**config.mk**
```make
export PLATFORM = sky130hd
export DESIGN_NAME = mode_arbiter
export DESIGN_NICKNAME = d
export VERILOG_FILES = /design/src/rtl/mode_arbiter.sv
export SDC_FILE = /design/constraint.sdc
export NUM_CORES = 1
export LEC_CHECK = 0
export ABC_AREA = 1
export CORE_MARGIN = 5
export CORE_UTILIZATION = 51
export DETAILED_ROUTE_END_ITERATION = 16
export PLACE_DENSITY = 0.78
export SLEW_MARGIN = 15
export SYNTH_ARGS = -nofsm -noshare
export SYNTH_HDL_FRONTEND = slang
export SYNTH_SLANG_ARGS = --single-unit
```
**constraint.sdc**
```tcl
create_clock -name sys_clk -period 1.7 [get_ports sys_clk]
set_input_delay 0.34 -clock sys_clk [delete_from_list [all_inputs] [get_ports sys_clk]]
set_output_delay 0.34 -clock sys_clk [all_outputs]
set_load 0.01 [all_outputs]
```
**src/rtl/mode_arbiter.sv**
```systemverilog
// mode_arbiter: grants one drive controller the state outputs and schedules UART command frames
module mode_arbiter #(
    parameter int SETTLE_CYCLES  = 1000000,
    parameter int REFRESH_CYCLES = 5000000
) (
    input  logic       sys_clk,
    input  logic       rst,
    input  logic       power,
    input  logic [1:0] global_state,
    input  logic [1:0] state_m,
    input  logic [1:0] state_s,
    input  logic [1:0] state_a,
    input  logic [3:0] moving_m,
    input  logic [3:0] moving_s,
    input  logic [3:0] moving_a,
    input  logic       pl_beacon_req,
    input  logic       de_beacon_req,
    input  logic       tx_ready,
    output logic       tx_valid,
    output logic [7:0] tx_data,
    output logic [1:0] state,
    output logic [3:0] moving_state,
    output logic [1:0] owner,
    output logic       switching
);
    localparam int SW = $clog2(SETTLE_CYCLES + 1);
    localparam int RW = $clog2(REFRESH_CYCLES);
    typedef enum logic [1:0] {OFF, RUN, DRAIN, SETTLE} st_t;
    st_t st, st_nx;
    logic [1:0] mode, tgt, tgt_nx, owner_nx, sel_state;
    logic [3:0] sel_moving, last;
    logic [SW-1:0] scnt, scnt_nx;
    logic [RW-1:0] rcnt;
    logic pl_pend, de_pend, pl_req, de_req, drained, fire, trig, load, grant;
    assign mode = global_state == 2'b00 ? 2'b00 : global_state == 2'b11 ? 2'b11 : 2'b01;
    assign fire = tx_valid & tx_ready;
    assign switching = st == DRAIN || st == SETTLE;
    assign pl_req = pl_beacon_req && st == RUN && owner == 2'b11;
    assign de_req = de_beacon_req && st == RUN && owner == 2'b11;
    assign trig = moving_state != last || pl_pend || de_pend || pl_req || de_req
                  || rcnt == RW'(REFRESH_CYCLES - 1);
    assign load = st != OFF && !tx_valid && trig;
    assign grant = st_nx == RUN && st != SETTLE;
    assign sel_state = owner_nx == 2'b00 ? state_m : owner_nx == 2'b11 ? state_a : state_s;
    assign sel_moving = owner_nx == 2'b00 ? moving_m : owner_nx == 2'b11 ? moving_a : moving_s;

    // next-state: stop, flush, settle, hand over; power loss wins everywhere
    always_comb begin
        st_nx = st;
        owner_nx = owner;
        tgt_nx = tgt;
        scnt_nx = scnt;
        if (!power) begin
            st_nx = OFF;
            owner_nx = 2'b10;
        end else if (st == OFF) begin
            st_nx = RUN;
            owner_nx = mode;
        end else if (st == RUN) begin
            if (mode != owner) begin
                st_nx = DRAIN;
                tgt_nx = mode;
            end
        end else if (st == DRAIN) begin
            tgt_nx = mode;
            if (fire && drained && tx_data[3:0] == 4'b0000) begin
                st_nx = SETTLE;
                scnt_nx = '0;
            end
        end else if (mode != tgt) begin
            tgt_nx = mode;
            scnt_nx = '0;
        end else if (scnt == SW'(SETTLE_CYCLES - 1)) begin
            st_nx = RUN;
            owner_nx = tgt;
        end else begin
            scnt_nx = scnt + 1'b1;
        end
    end

    // FSM state, ownership and granted outputs (forced to zero unless granting)
    always_ff @(posedge sys_clk) begin
        if (rst) begin
            st <= OFF;
            owner <= 2'b10;
            tgt <= 2'b00;
            scnt <= '0;
            state <= 2'b00;
            moving_state <= 4'b0000;
        end else begin
            st <= st_nx;
            owner <= owner_nx;
            tgt <= tgt_nx;
            scnt <= scnt_nx;
            state <= grant ? sel_state : 2'b00;
            moving_state <= grant ? sel_moving : 4'b0000;
        end
    end

    // frame scheduler: load on trigger when idle, hold until accepted, track refresh and drain
    always_ff @(posedge sys_clk) begin
        if (rst) begin
            tx_valid <= 1'b0;
            tx_data <= 8'h80;
            last <= 4'b0000;
            pl_pend <= 1'b0;
            de_pend <= 1'b0;
            rcnt <= '0;
            drained <= 1'b0;
        end else begin
            tx_valid <= load | (tx_valid & ~tx_ready);
            if (load)
                tx_data <= {2'b10, de_pend | de_req, pl_pend | pl_req, moving_state};
            if (fire)
                last <= tx_data[3:0];
            pl_pend <= st == OFF || load ? 1'b0 : pl_pend | pl_req;
            de_pend <= st == OFF || load ? 1'b0 : de_pend | de_req;
            rcnt <= fire ? '0 : st != OFF && !tx_valid && rcnt != RW'(REFRESH_CYCLES - 1) ? rcnt + 1'b1 : rcnt;
            drained <= st == DRAIN && (drained | load);
        end
    end
endmodule
```
==> run_summary.xml <==
<?xml version="1.0" encoding="UTF-8"?>
<metrics>
  <group name="layout">
    <metric name="area_growth_syn_to_layout" unit="%">53.1</metric>
    <metric name="fill_cells" unit="">464</metric>
    <metric name="insertedDiodeCount" unit="">0</metric>
    <metric name="finalNetCount" unit="">785</metric>
    <metric name="register_area" unit="µm²">1400</metric>
    <metric name="final-instance-count-excl-fill" unit="">864</metric>
    <metric name="post_route_cells_drive_above_1_share" unit="%">35.6</metric>
    <metric name="area_of_the_multi_input_gates" unit="µm²">2780</metric>
  </group>
  <group name="sta">
    <metric name="final_hold_viol_count" unit="">0</metric>
    <metric name="setup_violations" unit="">58</metric>
    <metric name="final_min_period_over_clock_period" unit="%">113</metric>
    <metric name="finalClockSkew" unit="ns">0.00628</metric>
    <metric name="period_minus_slack" unit="ns">1.92</metric>
    <metric name="fmax" unit="GHz">0.521</metric>
    <metric name="grt_setup_unrepaired" unit="">yes</metric>
    <metric name="timing.final.ws_setup" unit="ns">-0.221</metric>
    <metric name="slew_viol_final" unit="">0</metric>
  </group>
  <group name="placed_design">
    <metric name="place.port_buffers" unit="">41</metric>
    <metric name="globalplace.congestion" unit="">0.941</metric>
    <metric name="hpwl" unit="µm">8430</metric>
    <metric name="pre_cts_ws" unit="ns">-0.637</metric>
    <metric name="placed_cells_incl_taps" unit="">833</metric>
  </group>
  <group name="critical_path">
    <metric name="endpoint_kind" unit="">flip-flop</metric>
    <metric name="critPathArrivalTime" unit="ns">2.16</metric>
    <metric name="worst_ep_required_time" unit="ns">1.94</metric>
    <metric name="critical_path.max_fanout" unit="">7</metric>
    <metric name="critical_path.startpoint_type" unit="">flip-flop</metric>
    <metric name="worst-setup-path-type" unit="">reg -&gt; reg</metric>
  </group>
  <group name="floorplan">
    <metric name="die_height" unit="µm">99.2</metric>
    <metric name="die-width" unit="µm">99.2</metric>
    <metric name="coreArea" unit="µm²">7730</metric>
    <metric name="design.die.area" unit="µm²">9840</metric>
    <metric name="initial_utilization" unit="%">52.5</metric>
    <metric name="design.portCount" unit="">44</metric>
    <metric name="rows" unit="">32</metric>
  </group>
  <group name="global_routing">
    <metric name="grt_remaining_overflow" unit="">0</metric>
    <metric name="initial_antenna_violation_count" unit="">0</metric>
    <metric name="first_global_vias" unit="">4574</metric>
    <metric name="groute.usage.overall" unit="%">24.4</metric>
    <metric name="wire_length_of_the_first_global_routing_pass" unit="µm">20100</metric>
    <metric name="grt_start_max_net_pins" unit="">24</metric>
  </group>
  <group name="clock_tree">
    <metric name="cts-buffers-inserted" unit="">9</metric>
    <metric name="cts.htree.levels" unit="">3</metric>
    <metric name="clk_transition_reported_paths" unit="ns">0.08</metric>
    <metric name="cts_tree" unit="">yes</metric>
    <metric name="clock_insertion_delay_worst_skew" unit="ns">0.34</metric>
    <metric name="cts-root-to-sink-buffers" unit="">2</metric>
    <metric name="clock_sink_count" unit="">69</metric>
    <metric name="clockRootBuffer" unit="">sky130_fd_sc_hd__clkbuf_8</metric>
    <metric name="hold_buffers" unit="">0</metric>
  </group>
  <group name="drt">
    <metric name="drc_errors" unit="">0</metric>
    <metric name="ant_nets" unit="">0</metric>
    <metric name="detail_route.wl_per_cell" unit="µm">15.8</metric>
    <metric name="wirelength" unit="µm">13600</metric>
    <metric name="drt_pass1_iterations" unit="">5</metric>
    <metric name="route.detailed.vias_per_inst" unit="">5.54</metric>
    <metric name="vias" unit="">4789</metric>
    <metric name="detail_route.iter0.violations" unit="">325</metric>
  </group>
  <group name="synth">
    <metric name="yosys-top-cells-area" unit="">sky130_fd_sc_hd__dfxtp_1, sky130_fd_sc_hd__nand2_1, sky130_fd_sc_hd__nor2_1, sky130_fd_sc_hd__inv_1, sky130_fd_sc_hd__a21oi_1</metric>
    <metric name="postSynthNetCount" unit="">643</metric>
    <metric name="synthesized_instance_count" unit="">615</metric>
    <metric name="synthesized_area_per_cell" unit="µm²">6.60</metric>
    <metric name="synth_largest_type_area_fraction" unit="%">34.1</metric>
    <metric name="unique_masters_post_synth" unit="">40</metric>
    <metric name="synth-warning-count" unit="">0</metric>
    <metric name="synth_area" unit="µm²">4060</metric>
    <metric name="synth-seq-cells" unit="">69</metric>
    <metric name="seq_area_frac_synth" unit="%">34.1</metric>
    <metric name="yosys.area.top_type" unit="">sky130_fd_sc_hd__dfxtp_1</metric>
  </group>
  <group name="run">
    <metric name="timing.max_cap.violations" unit="">0</metric>
  </group>
  <group name="status">
    <metric name="status" unit="">finished with violations</metric>
    <metric name="violations_in_the_final_reports" unit="">negative setup slack</metric>
  </group>
  <group name="power_and_ir_drop">
    <metric name="vdd.ir_drop.worst" unit="mV">0.563</metric>
    <metric name="power-per-cell-area" unit="nW/µm²">652</metric>
    <metric name="power.static_leakage" unit="µW">0.00282</metric>
  </group>
  <group name="worst_hold_path">
    <metric name="holdCritPathClass" unit="">in -&gt; reg</metric>
  </group>
</metrics>
-- repair_timing --
| action | 4_1_cts | 5_1_grt |
|---|---|---|
| hold endpoints to repair | 0 | 0 |
| cloned | 2 | 5 |
| pin swaps | 11 | 36 |
| buffers inserted | 6 | 2 |
| setup endpoints to repair | 58 | 65 |
| gates resized for setup | 67 | 116 |
-- kinds of logic (layout without fill, tap and decap cells) --
kind of cell | after synthesis | after routing | synth area share, %
simple gates | 343 | 344 | 39.1
buf+inv | 95 | 241 | 10.3
compound gates | 82 | 82 | 11.0
flops | 69 | 69 | 34.1
xor+xnor | 22 | 22 | 4.75
fa+ha+maj | 2 | 2 | 0.617
other cells | 2 | 2 | 0.185
-- flip-flops by register name (all words and copies together) (netlist names) --
name	flops
rcnt	23
tgt	2
owner	2
drained	1
moving_state	4
state	2
tx_valid	1
last	4
de_pend	1
tx_data	6
scnt	20
st	2
pl_pend	1
-- layout make-up --
cell class / count / area share, %
Tap cell: 102 / 2.06
Clock buffer: 12 / 2.50
Multi-Input combinational cell: 452 / 44.8
Timing Repair Buffer: 152 / 22.4
Clock inverter: 4 / 1.13
Sequential cell: 69 / 22.5
Inverter: 73 / 4.62
-- cells in the final DEF, fill, tap and decap left out, types with 6 or more instances in the layout --
cell	Yosys	routed
sky130_fd_sc_hd__dfxtp_1	69	59
sky130_fd_sc_hd__a21oi_2	0	27
sky130_fd_sc_hd__nor2_2	2	6
sky130_fd_sc_hd__nor3_1	22	18
sky130_fd_sc_hd__dfxtp_2	0	8
sky130_fd_sc_hd__clkbuf_8	0	11
sky130_fd_sc_hd__nand3_1	37	31
sky130_fd_sc_hd__buf_4	3	90
sky130_fd_sc_hd__nand2_2	5	20
sky130_fd_sc_hd__clkdlybuf4s50_1	0	33
sky130_fd_sc_hd__nand2_4	0	19
sky130_fd_sc_hd__o21ai_0	21	13
sky130_fd_sc_hd__buf_6	4	14
sky130_fd_sc_hd__nor2_1	75	68
sky130_fd_sc_hd__a21oi_1	48	21
sky130_fd_sc_hd__xor2_1	17	17
sky130_fd_sc_hd__inv_1	70	66
sky130_fd_sc_hd__nand3_2	5	10
sky130_fd_sc_hd__nor2_4	3	7
sky130_fd_sc_hd__nand4_1	14	14
sky130_fd_sc_hd__o21ai_2	0	7
sky130_fd_sc_hd__nor4_1	10	8
sky130_fd_sc_hd__nand2_1	149	115
sky130_fd_sc_hd__or2_2	8	7
-- cell usage after synthesis (all sizes together) --
cell type	instances
nand2	154
nor2	81
inv	73
dfxtp	69
a21oi	48
nand3	42
nor3	23
o21ai	23
xor2	17
buf	14
nand4	14
nor4	10
clkbuf	8
nor3b	8
or2	8
xnor2	5
a211oi	2
a21o	2
a22oi	2
and2	2
conb	2
ha	2
o31ai	2
a31o	1
a41oi	1
o21bai	1
or3	1
-- worst paths after layout --
| path | to | slack (ns) | cells after the start | start |
|---|---|---|---|---|
| worst max register to register | scnt[12] | -0.22 | 8 | tx_data[0] |
| worst max-delay path | scnt[12] | -0.22 | 8 | tx_data[0] |
| worst min-delay path | tx_valid | 0.49 | 4 | tx_ready |
| worst min register to register | tx_data[0] | 0.50 | 2 | tx_data[0] |
-- layer usage --
metal	track usage, %	part of all wire, %
met1	28.7	39
met2	42.8	49
met3	4.84	6.8
met4	10.5	5.4
met5	0	0
-- through the flow --
step | total power, µW | utilization (%) | instance area (µm²) | hold WS (ns) | setup TNS (ns)
after global placement | 2300 | 67.6 | 5220 | 0.473 | -14.21
after floorplan | 2040 | - | 4080 | 0.419 | 0
after global routing | 4200 | 80.3 | 6210 | 0.485 | -11.54
final | 4050 | 80.3 | 6210 | 0.491 | -6.16
after CTS | 3900 | 73.8 | 5710 | 0.432 | -4.73
after detailed placement | 2320 | 67.6 | 5220 | 0.484 | -17.58
-- worst max-delay path: stages (launching register included) --
cell and delay, ns:
sky130_fd_sc_hd__dfxtp_1 0.33, sky130_fd_sc_hd__nor2_1 0.33, sky130_fd_sc_hd__a41oi_2 0.26, sky130_fd_sc_hd__nor2_2 0.19, sky130_fd_sc_hd__nand2_4 0.13, sky130_fd_sc_hd__buf_6 0.16
sky130_fd_sc_hd__nor3_1 0.21, sky130_fd_sc_hd__a21oi_2 0.08, sky130_fd_sc_hd__and2_1 0.14
-- power by group --
part | internal [µW] | switching [µW]
combinational | 366 | 437
sequential | 1660 | 43.9
clock | 903 | 635
Power figures use the tool's default switching activity.
